[src/rtl/alu_exec_pipe.sv]
// Two-stage integer ALU execution pipe: EX holds the issued operands, the ALU
// sits combinationally between EX and WB, and WB holds the registered result
// that is broadcast on the CDB until it is granted.
module alu_exec_pipe #(
  parameter int XLEN           = 32,
  parameter int REG_ADDR_WIDTH = 5
) (
  input  logic                      clk,
  input  logic                      reset,
  input  logic                      issue_ready,
  input  logic [3:0]                insn_in,
  input  logic [XLEN-1:0]           opa_in,
  input  logic [XLEN-1:0]           opb_in,
  input  logic [REG_ADDR_WIDTH-1:0] dst_in,
  output logic                      issue,
  input  logic                      flush,
  input  logic                      cdb_grant,
  output logic                      cdb_valid,
  output logic [REG_ADDR_WIDTH-1:0] cdb_tag,
  output logic [XLEN-1:0]           cdb_value
);

  // Operation encodings of the ALU1 function field.
  localparam logic [3:0] ALU_ADD  = 4'd0;
  localparam logic [3:0] ALU_SUB  = 4'd1;
  localparam logic [3:0] ALU_AND  = 4'd2;
  localparam logic [3:0] ALU_OR   = 4'd3;
  localparam logic [3:0] ALU_XOR  = 4'd4;
  localparam logic [3:0] ALU_SLL  = 4'd5;
  localparam logic [3:0] ALU_SRL  = 4'd6;
  localparam logic [3:0] ALU_SRA  = 4'd7;
  localparam logic [3:0] ALU_SLT  = 4'd8;
  localparam logic [3:0] ALU_SLTU = 4'd9;

  // Wrapping ALU; unknown encodings produce zero.
  function automatic logic [XLEN-1:0] alu_op(input logic [3:0]      op,
                                             input logic [XLEN-1:0] a,
                                             input logic [XLEN-1:0] b);
    logic signed [XLEN-1:0] sa;
    logic signed [XLEN-1:0] sb;
    logic        [4:0]      sh;
    sa = a;
    sb = b;
    sh = b[4:0];
    case (op)
      ALU_ADD:  alu_op = a + b;
      ALU_SUB:  alu_op = a - b;
      ALU_AND:  alu_op = a & b;
      ALU_OR:   alu_op = a | b;
      ALU_XOR:  alu_op = a ^ b;
      ALU_SLL:  alu_op = a << sh;
      ALU_SRL:  alu_op = a >> sh;
      ALU_SRA:  alu_op = sa >>> sh;
      ALU_SLT:  alu_op = {{(XLEN-1){1'b0}}, (sa < sb)};
      ALU_SLTU: alu_op = {{(XLEN-1){1'b0}}, (a < b)};
      default:  alu_op = '0;
    endcase
  endfunction

  // EX stage (p0): issued instruction and operands
  logic                      vld_p0;
  logic [3:0]                insn_p0;
  logic [XLEN-1:0]           opa_p0;
  logic [XLEN-1:0]           opb_p0;
  logic [REG_ADDR_WIDTH-1:0] dst_p0;
  logic [XLEN-1:0]           res_p0;

  // WB stage (p1): registered result on the CDB
  logic                      vld_p1;
  logic [REG_ADDR_WIDTH-1:0] dst_p1;
  logic [XLEN-1:0]           res_p1;

  logic wb_adv;
  logic ex_adv;

  // A stage may advance when it is empty or its successor drains.
  assign wb_adv = ~vld_p1 | cdb_grant;
  assign ex_adv = ~vld_p0 | wb_adv;
  assign issue  = issue_ready & ex_adv & ~flush & ~reset;

  // EX valid: set by an issue, cleared when EX drains with nothing new.
  always_ff @(posedge clk) begin
    if (reset || flush) begin
      vld_p0 <= 1'b0;
    end else if (ex_adv) begin
      vld_p0 <= issue;
    end
  end

  // EX payload is captured only on an accepted issue.
  always_ff @(posedge clk) begin
    if (issue) begin
      insn_p0 <= insn_in;
      opa_p0  <= opa_in;
      opb_p0  <= opb_in;
      dst_p0  <= dst_in;
    end
  end

  // ALU between EX and WB.
  always_comb begin
    res_p0 = alu_op(insn_p0, opa_p0, opb_p0);
  end

  // ---- EX -> WB boundary ----

  // WB valid: follows EX when advancing, holds while the CDB stalls.
  always_ff @(posedge clk) begin
    if (reset || flush) begin
      vld_p1 <= 1'b0;
    end else if (wb_adv) begin
      vld_p1 <= vld_p0;
    end
  end

  // WB payload: zeroed by reset so the bus reads clean, held while stalled.
  always_ff @(posedge clk) begin
    if (reset) begin
      dst_p1 <= '0;
      res_p1 <= '0;
    end else if (wb_adv && !flush) begin
      dst_p1 <= dst_p0;
      res_p1 <= res_p0;
    end
  end

  assign cdb_valid = vld_p1;
  assign cdb_tag   = dst_p1;
  assign cdb_value = res_p1;

endmodule

[config.mk]
export PLATFORM = sky130hd
export DESIGN_NAME = alu_exec_pipe
export DESIGN_NICKNAME = d
export VERILOG_FILES = /design/src/rtl/alu_exec_pipe.sv
export SDC_FILE = /design/constraint.sdc
export NUM_CORES = 1
export LEC_CHECK = 0
export CAP_MARGIN = 20
export CORE_MARGIN = 2
export CORE_UTILIZATION = 54
export CTS_CLUSTER_DIAMETER = 40
export CTS_CLUSTER_SIZE = 24
export DETAILED_ROUTE_END_ITERATION = 8
export PLACE_DENSITY = 0.79
export SLEW_MARGIN = 30
export SYNTH_ARGS = -nofsm -noshare
export SYNTH_HDL_FRONTEND = slang
export SYNTH_SLANG_ARGS = --single-unit
export TNS_END_PERCENT = 20
[constraint.sdc]
create_clock -name clk -period 7 [get_ports clk]
set_clock_uncertainty 0.2 [all_clocks]
set_input_delay 1.4 -clock clk [delete_from_list [all_inputs] [get_ports clk]]
set_output_delay 1.4 -clock clk [all_outputs]
set_load 0.02 [all_outputs]
==> reports/qor.csv, run 1 <==
metric,value,unit
status,"complete, no violations",
synth_cell_type_count,95,
cp-end-kind,output pin,
finalCritPeriodShare,0.7166,
synth-seq-cells,112,
postRouteAntennaNets,0,
crit_start,reset,
crit_required,5.40,ns
period_minus_slack,5.016,ns
cts_made_buffers,9,
hp-class,reg -> reg,
synthesis.area,0.01233,mm^2
hold_buffers,0,
cts_resized,0,
cts.clk_slew.worst_paths,0.08,ns
grt_use_total,0.3918,
cap_violations,0,
dpl.hpwl,35180,um
first_pass_iters,7,
cts_root_buf,clkbuf_16,
drtIter0Drc,1986,
grt_max_degree,74,
hold_viol_final,0,
max_freq,199.4,MHz
fp.dieH,155.1,um
yosysWarnings,0,
place_congestion,1.053,
grt_pass1_vias,11800,
port_buffers,116,
nNetsFinal,1707,
drive_gt1_frac,0.08540,
syn_nets,1677,
design.core.area,0.02250,mm^2
hold_slack,0.2507,ns
numClockSinks,112,
regToRegStartpoint,opb_p0[4],
ios,117,
overflow,0,
setup_viol,0,
antenna_cells,0,
yosysSeqAreaShare,0.2412,
power_density,147.3,mW/mm^2
start_kind,primary input,
power,2.028,mW
area_delta_synth_final,11.70,%
ys.flop_type,edfxtp_1,
dp.cells,1803,
layout_commonest_cell,nand2_1,
cts_tree,done,
rows,55,
cp.arrival,3.42,ns
slew_violations,0,
avgSynthCellArea,8.223,um^2
die_w,155.1,um
die_area,0.02405,mm^2
drc,0,
drt_wl_total,47630,um
vias,12740,
initial_core_util,0.5477,
criticalPathCategory,in -> out,
grt_pass1_wl,71440,um
clock_latency,0.39,ns
n_fill_cell,2074,
totalNegativeSetupSlack,0,ns
fin_cells,1819,
critPathMaxFanout,31,
htree_levels,3,
cts_setup_buffers,0,
antenna_found_initial,0,
clockBufferDepth,2,
synth_cells,1499,
via_per_inst,7.005,
ir_worst_vdd,0.00009840,V
final_cell_mix,"153 x nand2_1, 148 x nor2_1, 138 x a21oi_1",
power.leakage,5.318,nW
worstMarginPinSlew,0.9922,ns
wl_per_cell,26.19,um
rsz0062_at_grt,no,
worstHoldStart,cdb_value[3],
synth_edf_count,73,
postSynth.asyncResetShare,0,
relSlewSlack,0.3361,
## synthesized netlist by cell type, types with 4 or more instances
master	number	area share
o21bai_1	11	0.0067
o21ai_0	93	0.038
mux2_2	16	0.015
xor2_1	4	0.0028
a21oi_1	139	0.056
o31ai_1	13	0.0079
nor2b_1	9	0.0046
dfxtp_1	39	0.063
a211o_1	6	0.0043
buf_4	10	0.0061
buf_6	4	0.0037
a211oi_1	22	0.013
edfxtp_1	73	0.18
a21o_1	20	0.012
a221oi_1	22	0.016
or3_1	12	0.0061
or4_1	6	0.0037
inv_1	91	0.028
mux2i_1	35	0.028
buf_1	15	0.0046
xnor2_1	15	0.011
nand4_1	10	0.0051
o22ai_1	9	0.0046
and3_1	8	0.0041
o2111ai_1	10	0.0071
and2_1	6	0.0030
a31oi_1	22	0.011
a311oi_1	4	0.0028
nor3_1	24	0.0097
clkbuf_1	61	0.019
nand2_1	153	0.047
buf_2	27	0.011
nand2b_1	13	0.0066
nand3_1	37	0.015
o311ai_0	4	0.0028
o21ai_1	20	0.0081
nor2_1	148	0.045
a22oi_1	17	0.010
o21a_1	8	0.0049
inv_2	4	0.0012
mux4_2	49	0.090
o211ai_1	24	0.015
ha_1	98	0.099
## registers in the layout, summed over array words and instances (netlist names)
signal,flops
opb_p0,32
vld_p0,1
cdb_value,32
cdb_valid,1
cdb_tag,5
dst_p0,5
insn_p0,4
opa_p0,32
## path summary, 6_finish.rpt
kind / to / slack [ns] / depth (start not counted)
max: issue / 1.98 / 6
min: cdb_value[3] / 0.25 / 2
max reg2reg: cdb_value[24] / 2.53 / 12
min reg2reg: cdb_value[3] / 0.25 / 2
## kinds of logic (layout without fill, tap and decap cells)
kind of cell,count (synthesis),after routing,share of synthesized area
buf+inv,212,247,0.07278
fa+ha+maj,100,100,0.1027
flops,112,112,0.2412
compound gates,500,500,0.2669
xor+xnor,19,19,0.01350
mux,100,100,0.1326
simple gates,456,456,0.1703
## area by class of cell
type,instances,area [um^2],area share
Multi-Input combinational cell,1175,8482,0.6160
Sequential cell,112,2973,0.2159
Timing Repair Buffer,136,1311,0.09524
Inverter,95,356.6,0.02590
Tap cell,285,356.6,0.02590
Clock buffer,10,239.0,0.01736
Clock inverter,6,50.05,0.003635
## routing by layer
layer,wire length (um),track usage,up-vias
met3,6368,0.1156,167
met4,2528,0.1764,0
met5,0,0,-
met2,20440,0.5875,942
met1,18290,0.5239,5997
li1,-,-,5636
## per-stage QoR
stage          instance area, um^2    util  setup slack, ns
2_1_floorplan                12330       -            1.280
3_3_place_gp                 13480  0.5990            2.048
3_5_place_dp                 13480  0.5990            2.012
4_1_cts                      13770  0.6118            1.995
5_1_grt                      13770  0.6118            1.958
6_report                     13770  0.6118            1.984
## worst max-delay path: stages
cell             delay, ns
clkdlybuf4s50_1       0.41
buf_4                 0.27
nor2_1                0.20
nand2_1               0.12
a21oi_4               0.32
clkdlybuf4s50_1       0.68
## where the power goes
group | switching (mW) | total (mW) | internal [mW]
Combinational | 0.430 | 0.705 | 0.275
Clock | 0.282 | 0.540 | 0.258
Sequential | 0.0474 | 0.783 | 0.736
Power figures use the tool's default switching activity.
==> run 2: changes to the inputs <==
Settings changed: CORE_UTILIZATION 54 to 55, PLACE_DENSITY 0.79 to 0.77.
Clock period 7 ns to 4.8 ns, I/O delays scaled along.
==> run 2 against run 1 <==
Against the previous run: sequential power grew 44%; sequential share of layout area decreased by 0.22 points; final cell count is 0.71% higher; combinational power increased by 50%; global-route usage grew 2.4 points; cell area up 1.0%; critical path type is now reg -> reg; largest power group unchanged; highest routed layer is now met5.
==> reports/qor.csv, run 2 (synthesized netlist as in run 1, its figures left out) <==
metric,value,unit
layout_commonest_cell,nand2_1,
cts_tree,done,
die_area,0.02362,mm^2
clockBufferDepth,2,
critPathMaxFanout,10,
rows,54,
area_delta_synth_final,12.86,%
cap_violations,0,
grt_use_total,0.4161,
antenna_found_initial,1,
slew_violations,0,
cp.arrival,4.35,ns
drc,0,
dpl.hpwl,36770,um
drtIter0Drc,2184,
critical-path-slowest-cell,nor3_1,
hold_viol_final,0,
rsz0062_at_grt,no,
relSlewSlack,0.3437,
power_density,215.0,mW/mm^2
nNetsFinal,1725,
grt_max_degree,72,
design.core.area,0.02189,mm^2
hp-class,reg -> reg,
drive_gt1_frac,0.09601,
initial_core_util,0.5630,
final_cell_mix,"153 x nand2_1, 148 x nor2_1, 138 x a21oi_1",
power.leakage,5.404,nW
design_area,0.01391,mm^2
overflow,0,
power,2.991,mW
cts.clk_slew.worst_paths,0.09,ns
grt_pass1_vias,12320,
grt_pass1_wl,75550,um
cp-end-kind,flip-flop,
first_pass_iters,6,
max_stage_delay,0.82,ns
ios,117,
crit_required,4.87,ns
hold_buffers,0,
cts_resized,0,
cp_top_family,compound AO/OA/AOI/OAI gates,
clock_latency,0.38,ns
vias,13150,
place_congestion,1.098,
drt_wl_total,50010,um
via_per_inst,7.180,
wl_per_cell,27.30,um
setup_viol,0,
crit_chain,inv_1 -> ha_1 -> nor3_1 -> o2111a_1 -> nor4_1 -> o21a_1 -> a31oi_1 -> or4_1 -> nand3_1 -> a311o_1,
fp.dieH,153.7,um
htree_levels,3,
numClockSinks,112,
worstMarginPinSlew,0.9800,ns
totalNegativeSetupSlack,0,ns
path_buf_inv,1,
max_freq,233.6,MHz
port_buffers,116,
status,"complete, no violations",
cts_root_buf,clkbuf_16,
antenna_cells,0,
criticalPathCategory,reg -> reg,
die_w,153.7,um
cts_setup_buffers,0,
cts_made_buffers,9,
start_kind,flip-flop,
postRouteAntennaNets,0,
ir_worst_vdd,0.0001661,V
period_minus_slack,4.281,ns
place_area,0.01361,mm^2
finalCritPeriodShare,0.8919,
run 2: cell types whose count changed in the layout (fill, tap and decap cells not counted):
cell / change
nor4b_4: -1
nor4b_2: +1
clkbuf_8: -1
clkinv_8: +2
clkinv_2: +1
and2_2: -1
inv_8: -1
and2_1: +1
inv_6: +2
buf_4: +17
inv_4: -1
inv_1: -1
buf_12: +1
clkinv_4: -1
run 2: final timing paths:
path	startpoint	to	slack, ns	cells after the start
setup / recovery	opa_p0[9]	cdb_value[24]	0.52	10
hold / removal	cdb_tag[0]	cdb_tag[0]	0.26	2
setup reg to reg	opa_p0[9]	cdb_value[24]	0.52	10
hold reg to reg	cdb_tag[0]	cdb_tag[0]	0.26	2
run 2: routing by layer:
layer | GRT usage | vias up | share of wire
met3 | 0.1074 | 221 | 0.13
met5 | 0 | - | 0.00026
met2 | 0.6167 | 1123 | 0.43
li1 | - | 5671 | -
met1 | 0.5577 | 6137 | 0.38
met4 | 0.2250 | 2 | 0.063
run 2: layout make-up:
cell class	count	area [um^2]
clock buffers	9	225.2
clock inverters	7	75.07
fillers	1936	7980
inverters	95	356.6
multi-input cells	1175	8472
flip-flops and latches	112	2973
well taps	280	350.3
repair buffers	154	1459
run 2: per-stage QoR:
step | setup WS, ns | util | hold slack, ns | instances
3_5_place_dp | 0.7972 | 0.6217 | 0.2494 | 1816
4_1_cts | 0.7873 | 0.6355 | 0.2614 | 1832
6_report | 0.5190 | 0.6355 | 0.2602 | 1832
5_1_grt | 0.5126 | 0.6355 | 0.2898 | 1832
3_3_place_gp | 0.7664 | 0.6217 | 0.2418 | 1816
2_1_floorplan | 0.7456 | - | 0.2713 | 1499
run 2: report_power, final:
| group | internal [mW] | switching (mW) | leakage (nW) |
|---|---|---|---|
| Clock | 0.372 | 0.432 | 0.148 |
| Sequential | 1.07 | 0.0597 | 0.988 |
| Combinational | 0.410 | 0.645 | 4.27 |
run 2: worst min-delay path, delay by kind of cell, from the launching register on:
family	cells	cell delay [ns]
AOI/OAI and AO/OA	1	0.05
DFF	1	0.32
and+or+nand+nor	1	0.05
==> run 3: changes to the inputs <==
--- a/config.mk
+++ b/config.mk
@@ -14,2 +14,3 @@
 export PLACE_DENSITY = 0.77
+export REMOVE_ABC_BUFFERS = 1
 export SLEW_MARGIN = 30
--- a/constraint.sdc
+++ b/constraint.sdc
@@ -4,2 +4,2 @@
 set_output_delay 0.96 -clock clk [all_outputs]
-set_load 0.02 [all_outputs]
+set_load 0.05 [all_outputs]
==> run 3 against run 2 <==
Against the previous run: global-route usage is 2.7 points lower; via count is 3.6% lower; count of clock-buffer cells in the layout stayed put; fmax is 6.6% higher; sequential cell count stayed put; power is 3.6% higher; non-clock buffer count is 13 lower; clock power is 14% higher; critical path depth is 2 higher; sequential power hardly changed; critical path type unchanged; highest routed layer is now met4.
==> reports/qor.csv, run 3 (synthesized netlist as in run 1, its figures left out) <==
metric,value,unit
post-place-ws,0.6078,ns
design.core.area,0.02189,mm^2
overflow,0,
drtIter0Drc,1801,
cp_num_cells,12,
wl_per_cell,25.76,um
first_pass_iters,7,
grt_use_met3,0.07554,
reg2regPathDepth,12,
die_area,0.02362,mm^2
clockBufferDepth,2,
min_delay_path_depth,2,
grt_pass1_wl,70920,um
cts_made_buffers,9,
critPathMaxFanout,5,
layout_commonest_cell,nand2_1,
drt_wl_total,46850,um
initial_core_util,0.5630,
internal_power,1.998,mW
cts_tree,done,
htree_levels,3,
max_stage_delay,0.53,ns
cts_root_buf,clkbuf_16,
grt_use_met2,0.5788,
worstHoldStart,cdb_value[3],
hold_viol_final,0,
nNetsFinal,1712,
relSlewSlack,0.3952,
vias,12680,
place_congestion,1.015,
antenna_cells,0,
setup_viol,0,
grt_max_degree,83,
hold_buffers,0,
start_kind,flip-flop,
dp.cells,1803,
switching_share,0.3556,
switching_power,1.103,mW
period_minus_slack,4.017,ns
grt_use_met1,0.5561,
fin_cells,1819,
cts.clk_slew.worst_paths,0.08,ns
setup_ws,0.7834,ns
antenna_found_initial,0,
numClockSinks,112,
hp-class,reg -> reg,
cts_setup_buffers,0,
max_freq,249.0,MHz
crit_chain,ha_1 -> inv_1 -> fa_1 -> nand2b_1 -> a211oi_1 -> and4bb_1 -> o21ai_1 -> and2_1 -> a21o_1 -> nand3_1 -> mux2i_1 -> a311o_1,
worstHoldEndpoint,cdb_value[3],
cap_violations,0,
cp.arrival,4.07,ns
cp-end-kind,flip-flop,
crit_required,4.86,ns
top_usage_layer,met2,
criticalPathCategory,reg -> reg,
n_fill_cell,1960,
power_density,223.1,mW/mm^2
final_cell_mix,"153 x nand2_1, 148 x nor2_1, 138 x a21oi_1",
slew_violations,0,
dpl.hpwl,34650,um
regToRegStartpoint,opb_p0[0],
finalCritPeriodShare,0.8368,
postRouteAntennaNets,0,
area_delta_synth_final,12.76,%
timing.rr.end,cdb_value[24],
ir_worst_vdd,0.0001865,V
regToRegSetupSlack,0.78,ns
critical-path-slowest-cell,a211oi_1,
ios,117,
port_buffers,116,
drive_gt1_frac,0.08967,
fp.dieH,153.7,um
rsz0062_at_grt,no,
cts_resized,0,
seqPwrFrac,0.368,
path_buf_inv,1,
p_clk_frac,0.296,
status,"complete, no violations",
drc,0,
clock_latency,0.38,ns
worstMarginPinSlew,0.9071,ns
grt_use_total,0.3887,
power_frac_comb,0.336,
grt_pass1_vias,11790,
via_per_inst,6.971,
power.leakage,5.376,nW
rows,54,
die_w,153.7,um
cp_top_family,compound AO/OA/AOI/OAI gates,
## run 3: cell types whose count changed in the layout (fill, tap and decap cells not counted)
cell	change
buf_4	-15
buf_12	+3
bufinv_16	+3
clkinv_8	-2
and2_1	-1
and2_2	+1
clkdlybuf4s50_1	-1
inv_6	-1
## run 3: final cells by class
class                           count  area, um^2  share of cell area
Clock buffer                        9       225.2             0.01620
Clock inverter                      7       123.9            0.008913
Inverter                           95       356.6             0.02566
Multi-Input combinational cell   1175        8473              0.6097
Sequential cell                   112        2973              0.2139
Tap cell                          280       350.3             0.02521
Timing Repair Buffer              141        1396              0.1005
## run 3: routing by layer
metal,vias up,share of wire
met5,-,0
li1,5664,-
met2,938,0.43
met1,5936,0.40
met3,142,0.13
met4,0,0.043
## run 3: worst max-delay path by stage
stage	slack [ns]	startpoint	end
after floorplan	-1.75	flush	issue
after global placement	0.77	cdb_grant	cdb_value[24]
after detailed placement	0.61	cdb_grant	cdb_value[24]
after CTS	0.90	opb_p0[0]	cdb_value[24]
after global routing	0.74	opa_p0[16]	cdb_value[0]
final	0.78	opb_p0[0]	cdb_value[24]
## run 3: stage by stage
step | hold slack, ns | instance area (um^2) | TNS (ns) | power, mW | util
global route | 0.2816 | 13900 | 0 | 3.211 | 0.6349
floorplan | 0.2632 | 11790 | -108.94 | 1.812 | -
CTS | 0.2574 | 13900 | 0 | 3.077 | 0.6349
finish | 0.2530 | 13900 | 0 | 3.100 | 0.6349
detailed placement | 0.2471 | 13550 | 0 | 2.165 | 0.6189
global placement | 0.2395 | 13550 | 0 | 2.161 | 0.6189
## run 3: worst reg2reg max path, cell delays in order (launching register included)
cell      delay (ns)
edfxtp_1        0.49
ha_1            0.29
inv_1           0.07
fa_1            0.40
nand2b_1        0.20
a211oi_1        0.53
and4bb_1        0.29
o21ai_1         0.37
and2_1          0.25
a21o_1          0.15
nand3_1         0.11
mux2i_1         0.17
a311o_1         0.38
## run 3: power groups by stage
stage,Sequential (mW),Clock (mW),Combinational (mW)
floorplan,1.21,0,0.598
global placement,1.16,0,1.00
detailed placement,1.16,0,1.01
CTS,1.14,0.927,1.01
global route,1.15,0.955,1.11
finish,1.14,0.917,1.04
